## config.mk

```make
export PLATFORM = sky130hd
export DESIGN_NAME = cpu_axi_bridge_mo
export DESIGN_NICKNAME = d
export VERILOG_FILES = /design/src/rtl/cpu_axi_bridge_mo.sv
export SDC_FILE = /design/constraint.sdc
export NUM_CORES = 1
export LEC_CHECK = 0
export BUFFER_PORTS_ARGS = -buffer_cell sky130_fd_sc_hd__buf_2
export CAP_MARGIN = 20
export CORE_MARGIN = 3
export CORE_UTILIZATION = 25
export DETAILED_ROUTE_END_ITERATION = 7
export GPL_TIMING_DRIVEN = 1
export SLEW_MARGIN = 20
export SYNTH_ARGS = -nofsm -noshare
export SYNTH_HDL_FRONTEND = slang
export SYNTH_SLANG_ARGS = --single-unit
export TNS_END_PERCENT = 10
```

## constraint.sdc

```tcl
create_clock -name clk -period 2.9 [get_ports clk]
set_input_delay 0.29 -clock clk [delete_from_list [all_inputs] [get_ports clk]]
set_output_delay 0.29 -clock clk [all_outputs]
set_load 0.02 [all_outputs]
```

## src/rtl/cpu_axi_bridge_mo.sv

```systemverilog
// SRAM-like inst/data ports to a single AXI3 master with multiple outstanding reads
// per port, keyed by AXI ID. Data writes are single-beat and serialised against data reads.
module cpu_axi_bridge_mo #(
  parameter int         RD_DEPTH = 4,
  parameter logic [3:0] INST_ID  = 4'd0,
  parameter logic [3:0] DATA_ID  = 4'd1
) (
  input  logic        clk,
  input  logic        reset,

  input  logic        inst_req,
  input  logic [1:0]  inst_size,
  input  logic [31:0] inst_addr,
  output logic [31:0] inst_rdata,
  output logic        inst_addr_ok,
  output logic        inst_data_ok,

  input  logic        data_req,
  input  logic        data_wr,
  input  logic [1:0]  data_size,
  input  logic [31:0] data_addr,
  input  logic [31:0] data_wdata,
  output logic [31:0] data_rdata,
  output logic        data_addr_ok,
  output logic        data_data_ok,

  output logic [3:0]  arid,
  output logic [31:0] araddr,
  output logic [7:0]  arlen,
  output logic [2:0]  arsize,
  output logic [1:0]  arburst,
  output logic [1:0]  arlock,
  output logic [3:0]  arcache,
  output logic [2:0]  arprot,
  output logic        arvalid,
  input  logic        arready,

  input  logic [3:0]  rid,
  input  logic [31:0] rdata,
  input  logic [1:0]  rresp,
  input  logic        rlast,
  input  logic        rvalid,
  output logic        rready,

  output logic [3:0]  awid,
  output logic [31:0] awaddr,
  output logic [7:0]  awlen,
  output logic [2:0]  awsize,
  output logic [1:0]  awburst,
  output logic [1:0]  awlock,
  output logic [3:0]  awcache,
  output logic [2:0]  awprot,
  output logic        awvalid,
  input  logic        awready,

  output logic [3:0]  wid,
  output logic [31:0] wdata,
  output logic [3:0]  wstrb,
  output logic        wlast,
  output logic        wvalid,
  input  logic        wready,

  input  logic [3:0]  bid,
  input  logic [1:0]  bresp,
  input  logic        bvalid,
  output logic        bready
);

  localparam logic [3:0] DEPTH = 4'(RD_DEPTH);

  // Size code 3 has no AXI single-beat meaning on a 32-bit bus; fold it onto a word.
  function automatic logic [1:0] norm_size(input logic [1:0] size);
    return (size == 2'd3) ? 2'd2 : size;
  endfunction

  function automatic logic [3:0] byte_strobe(input logic [1:0] size, input logic [1:0] offset);
    logic [3:0] base;
    case (size)
      2'd0:    base = 4'b0001;
      2'd1:    base = 4'b0011;
      default: base = 4'b1111;
    endcase
    return base << offset;
  endfunction

  logic [3:0] inst_cnt;
  logic [3:0] data_cnt;
  logic       wr_busy;

  logic       ar_free;
  logic       data_rd_ok;
  logic       data_wr_ok;
  logic       inst_rd_ok;
  logic       inst_ret;
  logic       data_ret;
  logic       b_hit;

  assign ar_free    = !arvalid;
  assign data_rd_ok = data_req && !data_wr && ar_free && (data_cnt < DEPTH) && !wr_busy;
  assign inst_rd_ok = inst_req && ar_free && (inst_cnt < DEPTH) && !data_rd_ok;
  assign data_wr_ok = data_req && data_wr && !wr_busy && (data_cnt == 4'd0);

  assign inst_ret = rvalid && (rid == INST_ID);
  assign data_ret = rvalid && (rid == DATA_ID);
  assign b_hit    = bvalid && (bid == DATA_ID) && wr_busy && !awvalid && !wvalid;

  assign inst_addr_ok = inst_rd_ok;
  assign data_addr_ok = data_rd_ok || data_wr_ok;
  assign inst_data_ok = inst_ret;
  assign data_data_ok = data_ret || b_hit;
  assign inst_rdata   = rdata;
  assign data_rdata   = rdata;

  assign rready  = 1'b1;
  assign bready  = 1'b1;
  assign wlast   = 1'b1;
  assign wid     = DATA_ID;
  assign awid    = DATA_ID;
  assign arlen   = 8'd0;
  assign awlen   = 8'd0;
  assign arburst = 2'b01;
  assign awburst = 2'b01;
  assign arlock  = 2'b00;
  assign awlock  = 2'b00;
  assign arcache = 4'd0;
  assign awcache = 4'd0;
  assign arprot  = 3'd0;
  assign awprot  = 3'd0;

  logic unused_ok;
  assign unused_ok = ^{rresp, bresp};

  // AR slot: one request latched at a time, held stable until arready.
  always_ff @(posedge clk) begin
    if (reset) begin
      arvalid <= 1'b0;
      arid    <= 4'd0;
      araddr  <= 32'd0;
      arsize  <= 3'd0;
    end else if (data_rd_ok) begin
      arvalid <= 1'b1;
      arid    <= DATA_ID;
      araddr  <= data_addr;
      arsize  <= {1'b0, norm_size(data_size)};
    end else if (inst_rd_ok) begin
      arvalid <= 1'b1;
      arid    <= INST_ID;
      araddr  <= inst_addr;
      arsize  <= {1'b0, norm_size(inst_size)};
    end else if (arvalid && arready) begin
      arvalid <= 1'b0;
    end
  end

  // Outstanding-read counters: an accept and a final beat in one cycle cancel out.
  always_ff @(posedge clk) begin
    if (reset) begin
      inst_cnt <= 4'd0;
      data_cnt <= 4'd0;
    end else begin
      if (inst_rd_ok && !(inst_ret && rlast))
        inst_cnt <= inst_cnt + 4'd1;
      else if (!inst_rd_ok && inst_ret && rlast && inst_cnt != 4'd0)
        inst_cnt <= inst_cnt - 4'd1;

      if (data_rd_ok && !(data_ret && rlast))
        data_cnt <= data_cnt + 4'd1;
      else if (!data_rd_ok && data_ret && rlast && data_cnt != 4'd0)
        data_cnt <= data_cnt - 4'd1;
    end
  end

  // Write channel: AW and W retire independently; B closes the transaction.
  always_ff @(posedge clk) begin
    if (reset) begin
      wr_busy <= 1'b0;
      awvalid <= 1'b0;
      wvalid  <= 1'b0;
      awaddr  <= 32'd0;
      awsize  <= 3'd0;
      wdata   <= 32'd0;
      wstrb   <= 4'd0;
    end else begin
      if (data_wr_ok) begin
        wr_busy <= 1'b1;
        awvalid <= 1'b1;
        wvalid  <= 1'b1;
        awaddr  <= data_addr;
        awsize  <= {1'b0, norm_size(data_size)};
        wdata   <= data_wdata;
        wstrb   <= byte_strobe(norm_size(data_size), data_addr[1:0]);
      end else begin
        if (awvalid && awready) awvalid <= 1'b0;
        if (wvalid && wready)   wvalid  <= 1'b0;
        if (b_hit)              wr_busy <= 1'b0;
      end
    end
  end

endmodule

```

# [After elaboration in Yosys (flattened, before gate mapping)]
# Cells that the tools add are included.
[word_totals] reg_bits=117 in_bits=155 elab_cells=101
[classes] addsub=4 magnitude_cmp=2 n_eq_ne=5 shift=1 n_mux=24 reduce_logical=52
[op_table] cell="32-bit two-way mux" n=2
[op_table] cell="1-bit logical AND" n=29
[op_table] cell="4-bit two-way mux" n=6
[op_table] cell="2-bit nonzero test" n=6
[op_table] cell="1-bit two-way mux" n=11
[op_table] cell="1-bit logical NOT" n=9
[op_table] cell="4-bit by 1-bit adder with 4-bit output, second input constant" n=2
[op_table] cell="4-bit by 1-bit equality test with 1-bit output, second input constant" n=2
[op_table] cell="4-bit logical NOT" n=2
[op_table] cell="4-bit by 3-bit less-than comparator with 1-bit output, second input constant" n=2
[op_table] cell="2-bit two-way mux" n=4
[op_table] cell="4-bit one-hot mux with 2 select lines" n=1
[op_table] cell="4-bit nonzero test" n=2
[op_table] cell="4-bit by 1-bit subtractor with 4-bit output, second input constant" n=2
[op_table] cell="2-bit equality test, second input constant" n=2
[op_table] cell="4-bit by 2-bit << shifter with 4-bit output" n=1
[op_table] cell="3-bit nonzero test" n=1
[op_table] cell="2-bit by 1-bit equality test with 1-bit output, second input constant" n=1
[op_table] cell="2-bit logical NOT" n=1
[op_table] cell="1-bit logical OR" n=2

# [Logic depth before layout (Yosys ltp)]
[logic_depth] depth_word=13 mapped_depth=9 depth_no_buf=9

# [Worst setup path before layout]
# Ideal clock, no wire load.
[synth_path] kind="reg-to-reg" startpoint="reg arvalid" endpoint="reg inst_cnt[3]" arrival_ps=2420 required_ps=2768 slack_ps=348 stages_incl_launch_ff=10 n_path_buf=0 cell_sequence="dfxtp_1 -> or4b_4 -> a21oi_4 -> nand2_1 -> ha_1 -> a21o_1 -> a21o_1 -> nor4_1 -> o21a_1 -> nor3_1"
[synth_between] elab_chain_len=11 elab_cells_between_ends=15
[synth_rtl] element="start, declared" line_no="35" text="output logic arvalid,"
[synth_rtl] element="start signal, assigned" line_no="136" text="arvalid <= 1'b0;"
[synth_rtl] element="start signal, assigned" line_no="141" text="arvalid <= 1'b1;"
[synth_rtl] element="start signal, assigned" line_no="146" text="arvalid <= 1'b1;"
[synth_rtl] element="1-bit logical NOT (*)" line_no="98" text="assign ar_free = !arvalid;"
[synth_rtl] element="1-bit logical AND (3 in a row)" line_no="99" text="assign data_rd_ok = data_req && !data_wr && ar_free && (data_cnt < DEPTH) && !wr_busy;"
[synth_rtl] element="1-bit logical NOT" line_no="100" text="assign inst_rd_ok = inst_req && ar_free && (inst_cnt < DEPTH) && !data_rd_ok;"
[synth_rtl] element="1-bit logical AND (*)" line_no="100"
[synth_rtl] element="named net inst_addr_ok" line_no="15" text="output logic inst_addr_ok,"
[synth_rtl] element="1-bit logical NOT" line_no="163" text="else if (!inst_rd_ok && inst_ret && rlast && inst_cnt != 4'd0)"
[synth_rtl] element="1-bit logical AND (3 in a row)" line_no="163"
[synth_rtl] element="2-bit nonzero test (no source line)"
[synth_rtl] element="end signal, assigned" line_no="162" text="inst_cnt <= inst_cnt + 4'd1;"
[synth_rtl] element="end signal, assigned" line_no="164" text="inst_cnt <= inst_cnt - 4'd1;"
[synth_rtl] element="end, declared" line_no="86" text="logic [3:0] inst_cnt;"
# Mark *: on every way through the listed nets, which the timed path passes. The rest lies on a longest branch.
# A chain may end at the register's enable or synchronous reset.

# [Final worst setup path]
[layout_path] startpoint="reg arvalid" endpoint="reg inst_cnt[3]"
[layout_between] elab_chain_len=11 elab_cells_between_ends=15
[layout_rtl] element="1-bit logical NOT (*)" line_no="98"
[layout_rtl] element="1-bit logical AND (3 in a row)" line_no="99"
[layout_rtl] element="1-bit logical NOT" line_no="100"
[layout_rtl] element="1-bit logical AND (*)" line_no="100"
[layout_rtl] element="1-bit logical NOT" line_no="163"
[layout_rtl] element="1-bit logical AND (3 in a row)" line_no="163"
[layout_rtl] element="2-bit nonzero test (no source line)"
# Mark *: on every way between the ends. The rest lies on a longest branch, timed or not.

==> impl_results.md <==
* Synth Cell Area at 5590 um2
* Final hold vios at 0
* Initial Util at 0.255
* Ant. Diodes at 0
* Maximum clock frequency at 0.392 GHz
* Vias at 4941
* LEAKAGE at 3.19 nW
* Worst Path Class, Setup: reg -> reg
* Fill count at 2369
* Core Util, Final at 0.317
* Post-DRT Antenna Nets at 0
* PD cells at 821 nW/um2
* #FFs+latches synth at 117
* Met3 GRT Util at 0.0476
* Vias/cell at 4.30
* Clk root buf: clkbuf_16
* Final-stage net count at 1016
* Clock skew at 0.00497 ns
* Maxcap violations at 0
* Vias in the first global route at 4725
* Max transition margin at 0.520
* Clock sink count at 117
* WL final at 16200 um
* TritonCTS clock tree: done
* M1 GR Usage at 0.152
* Worst VDD drop at 0.000267 V
* Resized cells post-CTS at 0
* I/O Buffers at 230
* Pre-Repair DR Iteration Count at 4
* Arrival @ worst endpoint at 2.82 ns
* CTS Buf Count at 17
* CP required at 3.16 ns
* Non-filler cells, final at 1148
* Commonest non-fill, non-tap cell in the layout: buf_2
* Cell row count at 54
* Setup crit end kind: register
* HPWL Detailed at 11200 um
* Met2 usage at 0.225
* Post-route clock period utilization at 0.881
* CTS max path bufs at 2
* Post CTS Setup Buffer Count at 0
* Synth warn at 0
* Synthesis-to-finish area growth at 24.0%
* Worst-case reg-to-reg path depth at 9
* GRT overflow at 0
* Unrepaired setup endpoints after global routing: no
* H-tree lvl count at 4
* Max-slew violation count at 0
* Number of antenna violations at the first check in global routing at 0
* Reg clk slew, reported paths at 0.06 ns
* I/O pin count at 385
* DIE AREA at 24200 um2
* Area of the multi-input gates at 2400 um2
* Placeable Area at 21900 um2
* Min-delay worst type: in -> reg
* Sequential element share of the synthesized area at 0.419
* Height of the die at 155 um
* Die Wd at 155 um
* Post-synth cell types at 39
* Fraction of layout instances using a drive strength above 1 at 0.326
* Tightest Pin Transition at 0.720 ns
* Post-placement cell count at 1116
* Post-synthesis cell count at 705
* Register area at 2340 um2
* GR peak layer: met2
* Pwr Total at 5.69 mW
* Most frequent cells in the layout: 229 x buf_2, 206 x nand2_1, 117 x dfxtp_1, 77 x a21oi_1, 54 x conb_1
* Setup total negative slack at 0 ns
* Startpoint Class: register
* First-pass GRT wire length at 25200 um
* Final setup fails at 0
* # DRC at 0
* Dpl ws at 0.351 ns
* Hold path cells at 3
* Detailed Route Iter0 Violations at 198
* Fin crit period at 2.55 ns
* Critical path fanouts, max at 6
* Worst-Skew Late Latency at 0.41 ns
* Final setup margin at 0.346 ns
* Largest net degree at the start of global routing at 72
* Avg Cell Area, Syn at 7.92 um2
* Gp weighted congestion at 0.771
* CTS hold repair buffers at 0
* Status: complete, no violations
* Gr usage total at 0.132
* WL/cell at 14.1 um
==> registers in the layout, summed over array words and instances (netlist names) <==
signal and count:
awvalid 1, arsize 2, data_cnt 4, awsize 2
wdata 32, arvalid 1, wvalid 1, arid 1
wstrb 4, wr_busy 1, inst_cnt 4, araddr 32
awaddr 32
==> worst max-delay path: stages, from the launching register on <==
cell and delay, ns:
dfxtp_1 0.40, or4b_4 0.57, a21oi_4 0.22, nand2_1 0.15
ha_1 0.30, a21o_1 0.17, a21o_1 0.17, nor4_1 0.24
o21a_1 0.15, nor3_1 0.04
==> Yosys cell counts <==
cell type,count,area share
nand2_1,207,0.14
buf_4,122,0.16
dfxtp_1,117,0.42
a21oi_1,77,0.069
nor2_1,46,0.031
a311oi_1,33,0.052
clkbuf_1,33,0.022
nor2b_1,6,0.0067
nor3_1,6,0.0054
nand2b_1,5,0.0056
buf_2,4,0.0036
ha_1,4,0.0090
mux2i_1,4,0.0072
a211oi_1,3,0.0040
nand3_1,3,0.0027
nor4_1,3,0.0034
a21o_1,2,0.0027
a31oi_1,2,0.0022
and3_1,2,0.0022
buf_1,2,0.0013
conb_1,2,0.0013
fa_1,2,0.0072
mux2_1,2,0.0040
nor4b_2,2,0.0054
xor2_1,2,0.0031
a21oi_2,1,0.0016
a21oi_4,1,0.0029
and2_1,1,0.0011
mux2_2,1,0.0020
nand3b_1,1,0.0013
nor3_2,1,0.0018
nor3b_1,1,0.0013
nor4_2,1,0.0022
nor4_4,1,0.0038
nor4b_1,1,0.0016
nor4bb_1,1,0.0018
o21a_1,1,0.0013
or4b_4,1,0.0025
xnor2_1,1,0.0016
==> through the flow <==
step | cell area [um2] | hold slack, ns
global placement | 6360 | 0.438
finish | 6930 | 0.117
floorplan | 5780 | 0.426
global route | 6930 | 0.0948
detailed placement | 6360 | 0.444
CTS | 6930 | 0.0853
==> cells by family (layout without fill, tap and decap cells) <==
family	count (synthesis)	count (layout)	synth area share
adders and majority gates	6	6	0.0161
AOI/OAI and AO/OA	120	120	0.135
muxes	7	7	0.0132
buffers and inverters	161	272	0.191
and+or+nand+nor	289	289	0.219
xor gates and xnor gates	3	3	0.00470
DFF	117	117	0.419
other	2	54	0.00134
==> area by class of cell <==
type / count / share of cell area
timing repair buffer: 240 / 0.183
sequential: 117 / 0.338
tap: 280 / 0.0506
multi-input combinational: 479 / 0.346
clock buffer: 21 / 0.0679
clock inverter: 11 / 0.0148
==> layer usage <==
layer / part of all wire / vias to the layer above
met5: 0 / -
met4: 0.022 / 0
met3: 0.083 / 40
met2: 0.48 / 193
met1: 0.42 / 2245
li1: - / 2463
==> final timing paths <==
kind | startpoint | endpoint | slack [ns]
hold / removal | data_wdata[31] | wdata[31]$_SDFFE_PP0P_ | 0.12
setup reg to reg | arvalid$_SDFFE_PP0P_ | inst_cnt[3]$_SDFFE_PP0P_ | 0.35
setup / recovery | arvalid$_SDFFE_PP0P_ | inst_cnt[3]$_SDFFE_PP0P_ | 0.35
hold reg to reg | wdata[20]$_SDFFE_PP0P_ | wdata[20]$_SDFFE_PP0P_ | 0.45
==> where the power goes <==
group	switching [mW]	internal (mW)	total [mW]	leakage [nW]
Clock	0.793	1.24	2.04	0.263
Combinational	1.07	0.574	1.65	1.97
Sequential	0.156	1.85	2.00	0.957
Total	2.02	3.67	5.69	3.19
No activity file was read; power rests on OpenSTA's default activity.
